[src/rtl/nrzi_byte_rx.sv]
// NRZI (toggle-encoded) serial receiver: hunts for a sync byte, reads a length byte,
// then delivers that many LSB-first payload bytes over a valid/ready handshake.
module nrzi_byte_rx #(
  parameter logic [7:0] SYNC_BYTE = 8'h7E
) (
  input  logic       clk,
  input  logic       reset,
  input  logic       bit_en,
  input  logic       line_in,
  output logic [7:0] data_out,
  output logic       data_valid,
  input  logic       data_ready,
  output logic       data_last,
  output logic       sync_det,
  output logic       overrun
);

  typedef enum logic [1:0] {HUNT, LEN, DATA} state_t;

  state_t      state;
  logic        line_prev;
  logic [7:0]  shreg;
  logic [2:0]  bit_cnt;
  logic [7:0]  byte_cnt;

  logic        d;
  logic [7:0]  shreg_nxt;
  logic        last_byte;
  logic        can_load;

  always_comb begin
    d         = line_in ^ line_prev;
    shreg_nxt = {d, shreg[7:1]};
    last_byte = (byte_cnt == 8'd1);
    // A completed byte may load if the slot is empty or is being emptied this cycle.
    can_load  = !data_valid || data_ready;
  end

  always_ff @(posedge clk or negedge reset) begin
    if (!reset) begin
      state      <= HUNT;
      line_prev  <= 1'b0;
      shreg      <= 8'd0;
      bit_cnt    <= 3'd0;
      byte_cnt   <= 8'd0;
      data_out   <= 8'd0;
      data_valid <= 1'b0;
      data_last  <= 1'b0;
      sync_det   <= 1'b0;
      overrun    <= 1'b0;
    end else begin
      sync_det <= 1'b0;
      overrun  <= 1'b0;
      if (data_valid && data_ready) begin
        data_valid <= 1'b0;
        data_last  <= 1'b0;
      end
      if (bit_en) begin
        line_prev <= line_in;
        shreg     <= shreg_nxt;
        case (state)
          HUNT: begin
            // Sliding match: any bit alignment can start a frame.
            if (shreg_nxt == SYNC_BYTE) begin
              sync_det <= 1'b1;
              bit_cnt  <= 3'd0;
              state    <= LEN;
            end
          end
          LEN: begin
            bit_cnt <= bit_cnt + 3'd1;
            if (bit_cnt == 3'd7) begin
              if (shreg_nxt == 8'd0) begin
                state <= HUNT;
              end else begin
                byte_cnt <= shreg_nxt;
                state    <= DATA;
              end
            end
          end
          DATA: begin
            bit_cnt <= bit_cnt + 3'd1;
            if (bit_cnt == 3'd7) begin
              // Framing advances even when the byte itself is dropped.
              byte_cnt <= byte_cnt - 8'd1;
              if (last_byte) state <= HUNT;
              if (can_load) begin
                data_out   <= shreg_nxt;
                data_valid <= 1'b1;
                data_last  <= last_byte;
              end else begin
                overrun <= 1'b1;
              end
            end
          end
          default: state <= HUNT;
        endcase
      end
    end
  end

endmodule

[config.mk]
export PLATFORM = sky130hd
export DESIGN_NAME = nrzi_byte_rx
export DESIGN_NICKNAME = d
export VERILOG_FILES = /design/src/rtl/nrzi_byte_rx.sv
export SDC_FILE = /design/constraint.sdc
export NUM_CORES = 1
export LEC_CHECK = 0
export CAP_MARGIN = 30
export CORE_AREA = 2 2 79 81
export DETAILED_ROUTE_END_ITERATION = 8
export DIE_AREA = 0 0 81 83
export HOLD_SLACK_MARGIN = 0.12
export SLEW_MARGIN = 10
export SYNTH_ARGS = -nofsm -noshare
export SYNTH_HDL_FRONTEND = slang
export SYNTH_SLANG_ARGS = --single-unit
[constraint.sdc]
create_clock -name clk -period 6 [get_ports clk]
set_input_delay 1.2 -clock clk [delete_from_list [all_inputs] [get_ports clk]]
set_output_delay 1.2 -clock clk [all_outputs]
set_load 0.02 [all_outputs]
# Word-level counts from Yosys, hierarchy flattened
# Index checks and enable logic that the tools add are counted.
# totals
inputBits	5
elab_cells	64
output_inout_bits	12
regBits	34
# classes
add_sub_neg	2
bitwise	1
reduce_logical	12
muxes	29
eq_ne	10
# ops
cell	n
$mux 8	3
$mux 1	17
$pmux 8 s2	1
$mux 2	5
$ne 2x2->1 const B	5
$reduce_and 5->1	2
$eq 8x1->1 const B	1
$eq 8x7->1 const B	1
$logic_not 8->1	1
$sub 8x1->8 const B	1
$pmux 2 s3	1
$pmux 3 s2	1
$reduce_and 4->1	1
$reduce_bool 2->1	2
$add 3x1->3 const B	1
$eq 3x3->1 const B	1
$mux 3	1
$reduce_and 3->1	1
$eq 2x1->1 const B	1
$eq 2x2->1 const B	1
$logic_not 2->1	1
$reduce_or 2->1	1
$logic_and 1x1->1	1
$logic_not 1->1	1
2 further kinds	2

# Logic depth before layout (Yosys ltp)
# Gate-level depths: netlist of run 1.
# depth
word_depth	6
depth_mapped	7
mapped_depth_nobuf	6

# Worst setup path after synthesis of run 1
# Ideal clock, no wire load.
# synth_timing
kind	in2reg
start	in line_in
end	reg byte_cnt[2]
t_arrival_ns	2.646
n_path_buf	1
path_stages	5
setup_ns	0.139
path_slack_ns	3.216
t_required_ns	5.861
cell_sequence	xor2_1 > or4_4 > buf_6 > and4_1 > or4_1
# synth_between
elab_chain_cells	4
# synth_rtl
item	line_no	rtl
from (decl)	9	input logic line_in,
$xor 1x1->1	32	d = line_in ^ line_prev;
$logic_not 8->1	73	if (shreg_nxt == 8'd0) begin
$ne 2x2->1 (no source line)	-	
$reduce_and 5->1 (no source line)	-	
to (signal assigned)	76	byte_cnt <= shreg_nxt;
to (signal assigned)	85	byte_cnt <= byte_cnt - 8'd1;
to (decl)	24	logic [7:0] byte_cnt;
# No other way between the ends.
# A chain may end at the register's enable or synchronous reset.

# Final worst setup path of run 1
# layout_timing
start	in bit_en
end	reg data_out[1]
# layout_between
elab_chain_cells	1
# layout_rtl
item	line_no	rtl
from (decl)	8	input logic bit_en,
$reduce_and 4->1 (no source line)	-	
to (signal assigned)	88	data_out <= shreg_nxt;
to (decl)	10	output logic [7:0] data_out,
# No other way between the ends.

==> summary.txt, run 1 <==
Status
  • Outcome: completed

Layout
  • Fillers: 624
  • Final #Nets: 185
  • Ant diodes: 0
  • Share of cells above drive strength 1: 0.173
  • P&R area growth vs syn: 19.1%

Floorplan
  • Placeable core area: 5820 µm²
  • Initial Utilization: 0.297
  • Rows: 28
  • Die Wd: 81 µm
  • Die ar.: 6720 µm²
  • Die Y: 83 µm
  • IO Pins: 17

Pwr
  • Register share of total power: 0.469
  • Maximum vdd ir drop: 123 µV
  • Clock power frac: 0.250
  • Static leakage: 0.907 nW
  • Cell Int Power: 0.000426 W
  • Sw Share: 0.336
  • Pwr Density: 312 nW/µm²
  • NetSw: 0.000216 W
  • Comb pwr share: 0.280

Synthesis
  • Top_reg_cell synth: dfrtp_1
  • Register bit count reported by yosys: 33
  • Asr flop ratio synth: 1.00
  • Share of the synthesized area in the top cell type: 0.479
  • Commonest cells in the netlist: dfrtp_1 (33), mux2_2 (16)
  • Synth area leader: dfrtp_1
  • Count leader, synth: dfrtp_1
  • Cells after Synth: 152
  • Ranking of synthesized cells by area: dfrtp_1 (48%), mux2_2 (10%), ha_1 (5.8%), a2111oi_0 (2.5%), a21oi_1 (2.3%)
  • Sequential share of the synthesized area: 0.479
  • Syn Area/Cell: 11.4 µm²
  • EDFF count, synth: 0
  • Synth cell types: 42
  • Syn nets: 165
  • Cell Area, Synth: 1730 µm²
  • Yosys warns: 0

Worst setup path
  • Worst-path maximum fanout: 15
  • WP data arrival: 3330 ps
  • Crit path capture type: flop
  • Crit path kind: input pin to flop
  • Startpoint types: input pin
  • R2R setup slack: 3340 ps
  • CP required: 6170 ps

Clocking
  • Clock Latency Late Sink: 280 ps
  • CTS root buf: clkbuf_8
  • Total CTS buffers: 5
  • Clock transition at path regs: 70 ps
  • Post-CTS setup buffers: 0
  • CTS sink count: 33
  • H-tree depth: 2
  • CTS Hold Bufs: 0
  • CTS tree: done
  • Post_cts resized: 0
  • Max Root-Sink Buffers: 2

Routing
  • Initial drt markers: 57
  • Vias: 1270
  • Per-cell routed wire length: 14.8 µm
  • DR vias/cell: 5.12
  • Drt total wl: 3.68 mm
  • DRT antenna net count: 0
  • DR pass1 iterations: 4
  • # DRC: 0

Timing
  • Final worst path period need: 3160 ps
  • Slew margin rel.: 0.554
  • Final hold viol count: 0
  • Peak Freq: 316 MHz
  • Post-route clock period utilization: 0.527
  • Setup Total Neg Slack: 0 ps
  • Least-Margin Pin Slew: 666 ps
  • Pins over their slew limit: 0
  • Clock Skews: 4.13 ps
  • Final setup violation count: 0
  • RSZ-0062 raised after global routing: false
  • Final WS setup: 2840 ps

Flow run
  • Max-cap viol count: 0

Place
  • Gp weighted congestion: 0.725
  • Hpwl dp: 2.59 mm
  • Place WS: 2530 ps
  • Port Buffers: 16

Global route
  • Largest net degree at the start of global routing: 34
  • GRT Overall Usage: 0.116
  • Gr ovfl total: 0
  • Vias in the first global route: 1210
  • First-pass GRT wire length: 6.10 mm
  • Initial antenna violation count: 0

Worst hold path
  • Hold Path Class: flop to flop
## metal layers
layer	vias to the layer above	share of wire	global-route usage
li1	613	-	-
met1	627	0.47	0.161
met2	26	0.47	0.174
met3	4	0.051	0.0359
met4	0	0.0073	0.0324
met5	-	0	0
## power by group through the flow
stage | logic, W | registers, W | clock network [W]
after floorplan | 0.000133 | 0.000297 | 0
after global placement | 0.000176 | 0.000304 | 0
after detailed placement | 0.000181 | 0.000306 | 0
after CTS | 0.000182 | 0.000302 | 0.000171
after global routing | 0.000200 | 0.000307 | 0.000179
final | 0.000180 | 0.000301 | 0.000161
## kinds of logic after synthesis
logic type,after synthesis,share of synthesized area
xor+xnor,2,0.0102
mux,20,0.128
simple gates,41,0.140
compound gates,35,0.152
fa+ha+maj,8,0.0580
buf+inv,13,0.0326
flops,33,0.479
## placed cells by master, fill, tap and decap left out, types with 2 or more instances in the layout
cell	n
nor2b_1	4
dfrtp_1	33
a41o_1	4
clkinv_2	2
a221oi_1	2
and2_1	2
nor4_1	2
mux2i_1	3
nor3b_1	2
nor3_1	3
nor2_1	8
nand2_1	6
or4_4	2
clkbuf_8	5
a22o_1	2
nand3_1	3
o21ai_0	2
nand2b_1	2
clkdlybuf4s50_1	16
mux2_2	16
ha_1	8
a2111oi_0	5
inv_1	8
and3_1	2
a21oi_1	8
buf_4	2
a211oi_1	3
## state kept, by name, summed over array words and instances, names as in the netlist
register / count
data_last: 1
overrun: 1
byte_cnt: 8
state: 2
bit_cnt: 3
data_valid: 1
shreg: 7
line_prev: 1
sync_det: 1
data_out: 8
## worst max-delay path, stage by stage
cell	delay, ps
clkdlybuf4s50_1	830
nand3_1	290
nor2_1	600
mux2_2	410
## through the flow
stage | instances | power, W | hold WS [ps] | util | cell area [µm²]
floorplan | 152 | 0.000430 | 470 | - | 1730
global placement | 240 | 0.000480 | 494 | 0.338 | 1970
detailed placement | 240 | 0.000486 | 496 | 0.338 | 1970
CTS | 248 | 0.000655 | 516 | 0.353 | 2050
global route | 248 | 0.000685 | 529 | 0.353 | 2050
finish | 248 | 0.000642 | 511 | 0.353 | 2050
## final cells by class
| class | count | area [µm²] | area share |
|---|---|---|---|
| repair buffers | 18 | 175 | 0.0853 |
| clock buffers | 5 | 68.8 | 0.0335 |
| clock inverters | 3 | 17.5 | 0.00853 |
| inverters | 8 | 30.0 | 0.0146 |
| well taps | 75 | 93.8 | 0.0457 |
| flip-flops and latches | 33 | 826 | 0.402 |
| multi-input cells | 106 | 843 | 0.410 |
## worst paths after layout
path / cells past startpoint / end / startpoint
worst max-delay path: 4 / data_out[1] / bit_en
worst min-delay path: 1 / data_out[2] / data_out[2]
worst max register to register: 6 / byte_cnt[2] / state[1]
worst min register to register: 1 / data_out[2] / data_out[2]
max in group asynchronous: 2 / data_out[0] / reset
min in group asynchronous: 2 / byte_cnt[4] / reset
Power figures use the tool's default switching activity.
==> inputs of run 2 (changes only) <==
Clock period 6 ns to 3.1 ns, I/O delays scaled along.
==> summary.txt, run 2 (same netlist as run 1, synthesis figures left out) <==
Timing
  • Setup Total Neg Slack: 0 ps
  • Clock Skews: 6.64 ps
  • Peak Freq: 384 MHz
  • Final worst path period need: 2610 ps
  • Least-Margin Pin Slew: 567 ps
  • Post-route clock period utilization: 0.841
  • Pins over their slew limit: 0
  • Final hold viol count: 0
  • Final setup violation count: 0
  • RSZ-0062 raised after global routing: false
  • Slew margin rel.: 0.612

Routing
  • DR vias/cell: 5.04
  • Per-cell routed wire length: 14.2 µm
  • DRT antenna net count: 0
  • Initial drt markers: 62
  • # DRC: 0
  • Drt total wl: 3.56 mm
  • Vias: 1266
  • DR pass1 iterations: 4

Worst setup path
  • Crit path kind: flop to flop
  • Worst-path maximum fanout: 11
  • Crit path capture type: flop
  • WP data arrival: 2770 ps
  • CP required: 3260 ps
  • Startpoint types: flop

Layout
  • Share of cells above drive strength 1: 0.182
  • Most frequent cells in the layout: dfrtp_1 (33), mux2_2 (16), clkdlybuf4s50_1 (16)
  • Ant diodes: 0
  • Fin area: 2110 µm²
  • Post-layout util: 0.362
  • Layout Cells excl Fill: 251
  • Largest registers: byte_cnt x8, data_out x8, shreg x7
  • Final #Nets: 188
  • Commonest non-fill, non-tap cell in the layout: dfrtp_1
  • P&R area growth vs syn: 22.1%

Pwr
  • Comb pwr share: 0.257
  • Pwr Density: 642 nW/µm²
  • Maximum vdd ir drop: 339 µV
  • Static leakage: 0.937 nW
  • Cell Int Power: 0.000933 W
  • Sw Share: 0.310
  • Register share of total power: 0.430
  • Clock power frac: 0.312
  • NetSw: 0.000419 W

Clocking
  • Clock Latency Late Sink: 290 ps
  • Clock transition at path regs: 70 ps
  • Post_cts resized: 0
  • CTS tree: done
  • Total CTS buffers: 5
  • CTS sink count: 33
  • CTS root buf: clkbuf_8
  • Post-CTS setup buffers: 0
  • CTS Hold Bufs: 0
  • Max Root-Sink Buffers: 2
  • H-tree depth: 2

Global route
  • First-pass GRT wire length: 6.21 mm
  • Vias in the first global route: 1254
  • Initial antenna violation count: 0
  • Largest net degree at the start of global routing: 34
  • GRT Overall Usage: 0.117
  • Gr ovfl total: 0

Floorplan
  • IO Pins: 17
  • Rows: 28
  • Die Wd: 81 µm
  • Initial Utilization: 0.297
  • Placeable core area: 5820 µm²
  • Die Y: 83 µm
  • Die ar.: 6720 µm²

Worst hold path
  • Hold Path Class: flop to flop

Place
  • Port Buffers: 16
  • Gp weighted congestion: 0.788
  • Hpwl dp: 2.42 mm
  • Placed Instances: 243
  • Placed cell areas: 1990 µm²

Flow run
  • Max-cap viol count: 0

Status
  • Outcome: completed
[run 2: cell types whose count changed in the layout (fill, tap and decap cells not counted)]
cell	before	now
buf_4	2	5
bufinv_16	0	1
clkbuf_1	0	1
clkbuf_8	5	6
clkinv_2	2	0
clkinvlp_4	1	0
[run 2: final cells by class]
cell class / instances / area, µm²
timing repair buffer: 21 / 198
tap: 75 / 93.8
clock inverter: 1 / 30.0
multi-input combinational: 106 / 843
inverter: 8 / 30.0
sequential: 33 / 826
clock buffer: 7 / 86.3
fill: 616 / 3710
[run 2: power by group through the flow]
stage / clock network (W) / logic, W / registers (W)
3_3_place_gp: 0 / 0.000340 / 0.000589
6_report: 0.000422 / 0.000348 / 0.000582
2_1_floorplan: 0 / 0.000257 / 0.000575
5_1_grt: 0.000456 / 0.000389 / 0.000594
4_1_cts: 0.000438 / 0.000351 / 0.000582
3_5_place_dp: 0 / 0.000348 / 0.000589
[run 2: worst paths after layout]
check	slack, ps	cells past startpoint	end	start
min in group asynchronous	740	2	state[0]	reset
worst max-delay path	490	6	byte_cnt[2]	state[1]
worst max register to register	490	6	byte_cnt[2]	state[1]
worst min-delay path	500	1	data_out[2]	data_out[2]
worst min register to register	500	1	data_out[2]	data_out[2]
max in group asynchronous	2040	2	byte_cnt[2]	reset
[run 2: metrics by stage]
| stage | hold WS, ps | worst slack, ps | power [W] |
|---|---|---|---|
| final | 503 | 493 | 0.00135 |
| after global routing | 517 | 341 | 0.00144 |
| after CTS | 512 | 481 | 0.00137 |
| after detailed placement | 491 | 379 | 0.000937 |
| after global placement | 490 | 400 | 0.000929 |
| after floorplan | 324 | 753 | 0.000831 |
[run 2: routing by layer]
layer  up-vias  track usage  part of all wire
met5         -            0                 0
met4         0       0.0324             0.012
met3         6       0.0348             0.037
met2        20        0.179              0.46
met1       620        0.161              0.49
li1        620            -                 -
[run 2: critical path, cell delays in order, from the launching register on]
cell,delay (ps)
dfrtp_1,390
inv_1,100
ha_1,350
or3b_2,470
or4_4,500
and4_1,230
or4_1,450
